===== config.mk =====
export PLATFORM = sky130hd
export DESIGN_NAME = proc_trace_monitor
export DESIGN_NICKNAME = d
export VERILOG_FILES = /design/src/rtl/proc_trace_monitor.sv
export SDC_FILE = /design/constraint.sdc
export NUM_CORES = 2
export LEC_CHECK = 0
export BUFFER_PORTS_ARGS = -buffer_cell sky130_fd_sc_hd__buf_2
export CAP_MARGIN = 30
export CORE_MARGIN = 2
export CORE_UTILIZATION = 55
export CTS_CLUSTER_SIZE = 14
export DETAILED_ROUTE_END_ITERATION = 10
export PLACE_DENSITY = 0.8
export SYNTH_ARGS = -nofsm -noshare
export SYNTH_HDL_FRONTEND = slang
export SYNTH_SLANG_ARGS = --single-unit
export TNS_END_PERCENT = 1

===== constraint.sdc =====
create_clock -name Clk -period 4.7 [get_ports Clk]
set_clock_uncertainty 0.2 [all_clocks]
set_input_delay 0.94 -clock Clk [delete_from_list [all_inputs] [get_ports Clk]]
set_output_delay 0.94 -clock Clk [all_outputs]
set_load 0.02 [all_outputs]

===== src/rtl/proc_trace_monitor.sv =====
// Trace monitor for the processor result buses: captures changed {ALU,MEM,RF}
// triples into a circular buffer, drained via pop/valid, and folds them into a MISR.
module proc_trace_monitor #(
  parameter int DEPTH = 16,
  parameter int WIDTH = 32
) (
  input  logic                     Clk,
  input  logic                     Reset,
  input  logic                     Clear,
  input  logic                     Capture_En,
  input  logic [WIDTH-1:0]         ALU_Out,
  input  logic [WIDTH-1:0]         MEM_Out,
  input  logic [WIDTH-1:0]         RFrd,
  input  logic                     Rd_Req,
  output logic                     Rd_Valid,
  output logic [WIDTH-1:0]         Rd_ALU,
  output logic [WIDTH-1:0]         Rd_MEM,
  output logic [WIDTH-1:0]         Rd_RF,
  output logic [$clog2(DEPTH):0]   Count,
  output logic                     Full,
  output logic                     Empty,
  output logic                     Overflow,
  output logic [31:0]              Signature
);
  localparam int AW = $clog2(DEPTH);
  localparam int CW = AW + 1;
  localparam logic [CW-1:0] FULL_CNT = CW'(DEPTH);
  localparam logic [31:0]   SIG_INIT = 32'hFFFF_FFFF;
  localparam logic [31:0]   POLY     = 32'h04C1_1DB7;

  typedef struct packed {
    logic [WIDTH-1:0] alu;
    logic [WIDTH-1:0] mem;
    logic [WIDTH-1:0] rf;
  } trip_t;

  trip_t          r_mem [DEPTH];
  trip_t          r_last;
  trip_t          r_rd;
  logic [AW-1:0]  r_wptr, r_rptr;
  logic [CW-1:0]  r_count;
  logic           r_seen, r_ovf, r_rd_valid;
  logic [31:0]    r_sig;

  trip_t          w_trip;
  logic           w_full, w_empty, w_evt, w_pop, w_acc, w_drop;
  logic [31:0]    w_a32, w_m32, w_r32, w_mix, w_sig_next;

  assign w_trip  = '{alu: ALU_Out, mem: MEM_Out, rf: RFrd};
  assign w_full  = (r_count == FULL_CNT);
  assign w_empty = (r_count == '0);

  // Clear wins over any capture or pop presented in the same cycle.
  assign w_evt  = Capture_En & ~Clear & (~r_seen | (w_trip != r_last));
  assign w_pop  = Rd_Req & ~Clear & ~w_empty;
  assign w_acc  = w_evt & (~w_full | w_pop);
  assign w_drop = w_evt & w_full & ~w_pop;

  generate
    if (WIDTH >= 32) begin : g_trunc
      assign w_a32 = ALU_Out[31:0];
      assign w_m32 = MEM_Out[31:0];
      assign w_r32 = RFrd[31:0];
    end else begin : g_ext
      assign w_a32 = {{(32-WIDTH){1'b0}}, ALU_Out};
      assign w_m32 = {{(32-WIDTH){1'b0}}, MEM_Out};
      assign w_r32 = {{(32-WIDTH){1'b0}}, RFrd};
    end
  endgenerate

  // Rotations keep the three buses from cancelling when they carry equal values.
  assign w_mix      = w_a32 ^ {w_m32[15:0], w_m32[31:16]} ^ {w_r32[7:0], w_r32[31:8]};
  assign w_sig_next = ({r_sig[30:0], 1'b0} ^ (r_sig[31] ? POLY : 32'h0)) ^ w_mix;

  always_ff @(posedge Clk) begin
    if (w_acc) r_mem[r_wptr] <= w_trip;
  end

  always_ff @(posedge Clk or negedge Reset) begin
    if (!Reset) begin
      r_wptr     <= '0;
      r_rptr     <= '0;
      r_count    <= '0;
      r_seen     <= 1'b0;
      r_ovf      <= 1'b0;
      r_sig      <= SIG_INIT;
      r_last     <= '0;
      r_rd       <= '0;
      r_rd_valid <= 1'b0;
    end else if (Clear) begin
      r_wptr     <= '0;
      r_rptr     <= '0;
      r_count    <= '0;
      r_seen     <= 1'b0;
      r_ovf      <= 1'b0;
      r_sig      <= SIG_INIT;
      r_rd_valid <= 1'b0;
    end else begin
      r_rd_valid <= w_pop;
      if (w_pop) begin
        r_rd   <= r_mem[r_rptr];
        r_rptr <= r_rptr + AW'(1);
      end
      // Signature folds dropped events too, so it does not depend on DEPTH.
      if (w_evt) begin
        r_seen <= 1'b1;
        r_last <= w_trip;
        r_sig  <= w_sig_next;
      end
      if (w_acc)  r_wptr <= r_wptr + AW'(1);
      if (w_drop) r_ovf  <= 1'b1;
      if (w_acc && !w_pop)      r_count <= r_count + CW'(1);
      else if (!w_acc && w_pop) r_count <= r_count - CW'(1);
    end
  end

  assign Rd_Valid  = r_rd_valid;
  assign Rd_ALU    = r_rd.alu;
  assign Rd_MEM    = r_rd.mem;
  assign Rd_RF     = r_rd.rf;
  assign Count     = r_count;
  assign Full      = w_full;
  assign Empty     = w_empty;
  assign Overflow  = r_ovf;
  assign Signature = r_sig;
endmodule


; Word level (Yosys, flattened, before mapping)
; Memory sizes are Yosys's and may differ from the RTL's. A register that Yosys moved wholly into a read port is not among the register bits.
; Cells that the tools add are included.
[totals]
register_bits = 144
ramBits = 1536
inputBits = 101
out_inout_bits = 137
wordCells = 65
memories = 1
[memory_table]
columns = memory, words, width, read_ports, rd_ports_with_merged_regs, write_ports, line
row1 = r_mem, 16, 96, 1, 1, 1, 37  ; trip_t r_mem [DEPTH];
[classes]
n_addsub = 4
eq_ne = 2
muxes = 17
n_bitwise = 18
reduce_logical = 13
[ops]
columns = op, n
row1 = inequality test 96 bit, 1
row2 = XOR 32 bit, 3
row3 = 2-to-1 mux 32 bit, 2
row4 = XOR 32 x 27 -> 32 bit, 1
row5 = 2-to-1 mux 27 bit, 1
row6 = 2-to-1 mux 4 bit, 4
row7 = 2-to-1 mux 5 bit, 3
row8 = "adder 4 x 1 -> 4 bit, second input constant", 2
row9 = nonzero test 2 bit, 4
row10 = AND 1 bit, 7
row11 = 2-to-1 mux 1 bit, 7
row12 = "adder 5 x 1 -> 5 bit, second input constant", 1
row13 = "== test 5 bit, second input constant", 1
row14 = zero test 5 bit, 1
row15 = NOT 1 bit, 5
row16 = "subtractor 5 x 1 -> 5 bit, second input constant", 1
row17 = AND reduction 2 bit, 2
row18 = zero test 1 bit, 3
row19 = nonzero test 3 bit, 1
row20 = logical AND 1 bit, 2
row21 = OR 1 bit, 2

; Depth between registers and ports, before layout
[depth]
ltp_word = 10
depth_mapped = 15
depth_no_buf = 13

; Least setup slack after synthesis
; Ideal clock, no wire load.
[synth_path]
path_type = input-to-reg
startpoint = in ALU_Out[1]
endpoint = mem r_mem[0][0] in the netlist's numbering, enable pin
setup_ns = 0.465
arrival_time_ns = 4.404
required_ns = 4.035
slack_ns = -0.370
cell_stages = 9
n_path_buf = 2
cell_sequence = nand2b_1 -> o2111ai_1 -> a2111oi_0 -> nand4_1 -> o311ai_2 -> buf_4 -> buf_4 -> nor4_1 -> and2_1
[synth_via]
elab_chain_len = 6
[synth_rtl]
columns = item, line
row1 = start: declaration, 11  ; input logic [WIDTH-1:0] ALU_Out,
row2 = inequality test 96 bit, 54  ; assign w_evt = Capture_En & ~Clear & (~r_seen | (w_trip != r_last));
row3 = OR 1 bit, 54
row4 = AND 1 bit, 54
row5 = AND 1 bit, 56  ; assign w_acc = w_evt & (~w_full | w_pop);
row6 = 2-to-1 mux 1 bit, 76  ; if (w_acc) r_mem[r_wptr] <= w_trip;
row7 = 2-to-1 mux 1 bit (implied by the code), 76
row8 = end: declaration, 37
; Every way passes these cells.

; Worst setup path after layout
[layout_path]
startpoint = reg r_last[44] in the netlist's numbering
endpoint = reg r_count[4] (netlist: Count[4])
[layout_via]
elab_chain_len = 7
word_cells_on_any_way = 10
cone_classes = 1 x eq/ne / 2 x mux / 3 x bitwise / 4 x reduce/logical
[layout_rtl]
columns = item, line
row1 = start: declaration, 38  ; trip_t r_last;
row2 = start signal: assignment, 107  ; r_last <= w_trip;
row3 = inequality test 96 bit (*), 54
row4 = OR 1 bit (*), 54
row5 = AND 1 bit (*), 54
row6 = AND 1 bit (*), 56
row7 = logical AND 1 bit or zero test 1 bit (tied branches), "112, 113"
row8 = 2-to-1 mux 5 bit or logical AND 1 bit (tied branches), "112, 113"
row9 = 2-to-1 mux 5 bit or nonzero test 3 bit (tied branches), n/a
row10 = end signal: assignment, 112  ; if (w_acc && !w_pop) r_count <= r_count + CW'(1);
row11 = end signal: assignment, 113  ; else if (!w_acc && w_pop) r_count <= r_count - CW'(1);
row12 = end: declaration, 41  ; logic [CW-1:0] r_count;
; Mark *: on every way between the ends. The rest lies on a longest branch, timed or not.
; A chain may end at the register's enable or synchronous reset.

==> flow_summary.ini <==
[timing]
setup_tns_ns = 0
tightest_slew_ns = 1.09
finalSetupViolations = 0
period_share = 0.866
rsz0062_at_grt = false
slew_headroom = 0.269
hold_violations = 0
layout_min_cycle_time_ns = 4.07
max_freq_mhz = 246
final_max_slew_viol_count = 0
hold_ws_ns = 0.271
setup_slack_ns = 0.632

[routing]
wl_um = 198000
wl_per_cell_um = 31.3
drt_first_iter_violations = 6042
drt_first_pass_iters = 6
drc_errors = 0
final_antenna_net_count = 0
vias = 41272
vias_per_cell = 6.52

[pwr]
p_leak_nw = 27.1
ir_worst_vdd_v = 0.000406
p_per_area_mw_per_mm2 = 484

[placement]
pre_cts_slack_ns = 0.128
placed_cells = 6017
globalplace.congestion = 0.970
port_buffers = 237
dp_hpwl_um = 122000

[setup_path]
arrival_ns = 4.62
worstSetupEndpointType = register
path_class = reg -> reg
cp-start-kind = register
worstPathRequired_ns = 5.26
worst-path-max-fanout = 4
rr_worst_depth = 13

[final_layout]
nets = 4650
area_growth_pct = 15.8
finalNonFillerCells = 6330
drive_gt1_frac = 0.236

[die]
start_util = 0.555
die_y_um = 361
core.rowCount = 130
pin_count = 238
die_w_um = 361
coreArea_sq_mm = 0.126
die_area_sq_mm = 0.130

[clocking]
htree_levels = 4
cts_made_buffers = 169
post_cts_buffers = 0
clk_latency_ns = 0.82
cts_tree = done
cts.sinks = 1776
cts_root_buf = clkbuf_16
cts.path.max_buffers = 3
clkTransAtPathRegs_ns = 0.06

[min_path]
hp-class = reg -> reg
holdPathStages = 2

[logic_synthesis]
seq_area_frac_synth = 0.746
netlist_area_sq_mm = 0.0699
ys_ff_latch = 1776
syn_inst = 4068
yosysWarnings = 0
async_flop_share = 0.135
synth_cell_types = 53
synth_nets = 4179
synth_area_per_cell_sq_um = 17.2
synth_edf_count = 1536
synth_ff_type = edfxtp_1

[outcome]
status = finished, final reports clean

[grt]
grtUsageMet1 = 0.397
antenna_found_initial = 17
gr-total-overflow = 0
top_usage_layer = met2
grt_pass1_vias = 40911
grt_pass1_wl_um = 283000
grt_usage = 0.302
met2_usage = 0.470
grt_max_degree = 113
global_route.usage.met3 = 0.0857

[flow_run]
maxCapViolCount = 0
[layout make-up]
| cell class | count | area, sq um |
|---|---|---|
| well taps | 1650 | 2060 |
| diodes | 1 | 2.50 |
| repair buffers | 522 | 4440 |
| clock inverters | 90 | 865 |
| flip-flops and latches | 1776 | 52200 |
| clock buffers | 221 | 4500 |
| inverters | 31 | 116 |
| multi-input cells | 2039 | 16800 |
| fillers | 8202 | 44900 |
[final timing paths]
kind / slack [ns] / from / end
min reg2reg: 0.27 / Rd_ALU[12] / Rd_ALU[12]
min: 0.27 / Rd_ALU[12] / Rd_ALU[12]
min in group asynchronous: 0.52 / Reset / Count[4]
max reg2reg: 0.63 / r_last[44] / Count[4]
max in group asynchronous: 2.62 / Reset / Rd_RF[28]
max: 0.63 / r_last[44] / Count[4]
[kinds of logic after synthesis]
group / count (synthesis) / synth area share
multiplexers: 581 / 0.119
AO/OA/AOI/OAI: 584 / 0.0553
buffers and inverters: 253 / 0.0146
AND/OR/NAND/NOR: 690 / 0.0409
XOR/XNOR: 174 / 0.0218
flip-flops: 1776 / 0.746
adder cells (fa/ha/maj): 10 / 0.00190
[worst max-delay path, stage by stage (launching register included)]
cell,delay (ns)
dfrtp_1,0.39
xnor2_1,0.55
nand4_1,0.18
nor4_1,0.48
nand4_1,0.27
o311a_4,0.49
nand3_1,0.18
ha_1,0.27
buf_4,0.14
a21o_1,0.14
a21oi_1,0.28
nand2_1,0.09
mux2_1,0.29
nand3_1,0.08
[stage by stage]
step	instance area (sq um)	utilization	total power [W]
floorplan	69900	-	0.0235
global placement	75600	0.600	0.0260
detailed placement	75600	0.601	0.0262
CTS	81000	0.643	0.0392
global route	81000	0.643	0.0403
finish	81000	0.643	0.0392
[flip-flops by register name, summed over array words and instances (netlist names), 4 cells and up]
| register | flops |
|---|---|
| r_last | 96 |
| Rd_ALU | 32 |
| Count | 5 |
| Rd_RF | 32 |
| r_wptr | 4 |
| r_mem | 1536 |
| Rd_MEM | 32 |
| Signature | 32 |
| r_rptr | 4 |
[repair_timing]
| action | in CTS | in global routing |
|---|---|---|
| hold endpoints to repair | 17 | 0 |
| resized for setup | 0 | 0 |
| hold buffers | 1 | 0 |
[layer usage]
metal  vias to the layer above  share of wire
met5                         -        0.00081
met4                        26          0.051
met3                       536           0.13
met2                      3013           0.47
met1                     20863           0.36
li1                      16834              -
[report_power, final]
part | leakage, nW | internal, W | switching [W]
Clock | 2.60 | 0.00732 | 0.00591
Sequential | 16.8 | 0.0178 | 0.000555
Combinational | 7.78 | 0.00325 | 0.00431
Total | 27.1 | 0.0284 | 0.0108
[cells in the final DEF, fill, tap and decap left out, drive strengths merged, types with 16 or more instances in the layout]
cell type  netlist  routed
inv             31      36
clkinv           0      71
nand2          577     577
mux4           192     192
dfstp           32      32
edfxtp        1536    1536
mux2            99      99
a21oi          101     101
mux2i          290     290
o211ai          33      33
xnor2          154     154
buf             80     521
nand2b          16      16
dfrtp          208     208
o21ai          222     222
clkbuf         142     221
xor2            20      20
nor2b           22      22
o221ai         196     196
[cells in the mapped netlist, types with 5 or more instances]
cell type / n / area, sq um
a2111o_1: 6 / 67.6
a21oi_1: 101 / 505
and2_1: 13 / 81.3
buf_1: 39 / 146
buf_2: 34 / 170
buf_4: 6 / 45.0
clkbuf_1: 142 / 533
dfrtp_1: 208 / 5200
dfstp_2: 32 / 841
edfxtp_1: 1536 / 46100
ha_1: 9 / 113
inv_1: 31 / 116
mux2_2: 96 / 1080
mux2i_1: 290 / 2900
mux4_2: 192 / 4320
nand2_1: 577 / 2170
nand2b_1: 16 / 100
nand3_1: 12 / 60.1
nand4_1: 15 / 93.8
nor2_1: 6 / 22.5
nor2b_1: 22 / 138
nor4_1: 10 / 62.6
o2111ai_1: 5 / 43.8
o211ai_1: 33 / 248
o21ai_0: 220 / 1100
o221ai_1: 196 / 1720
xnor2_1: 154 / 1350
xor2_1: 20 / 175
Note: power is estimated with default switching activity, not from simulation.
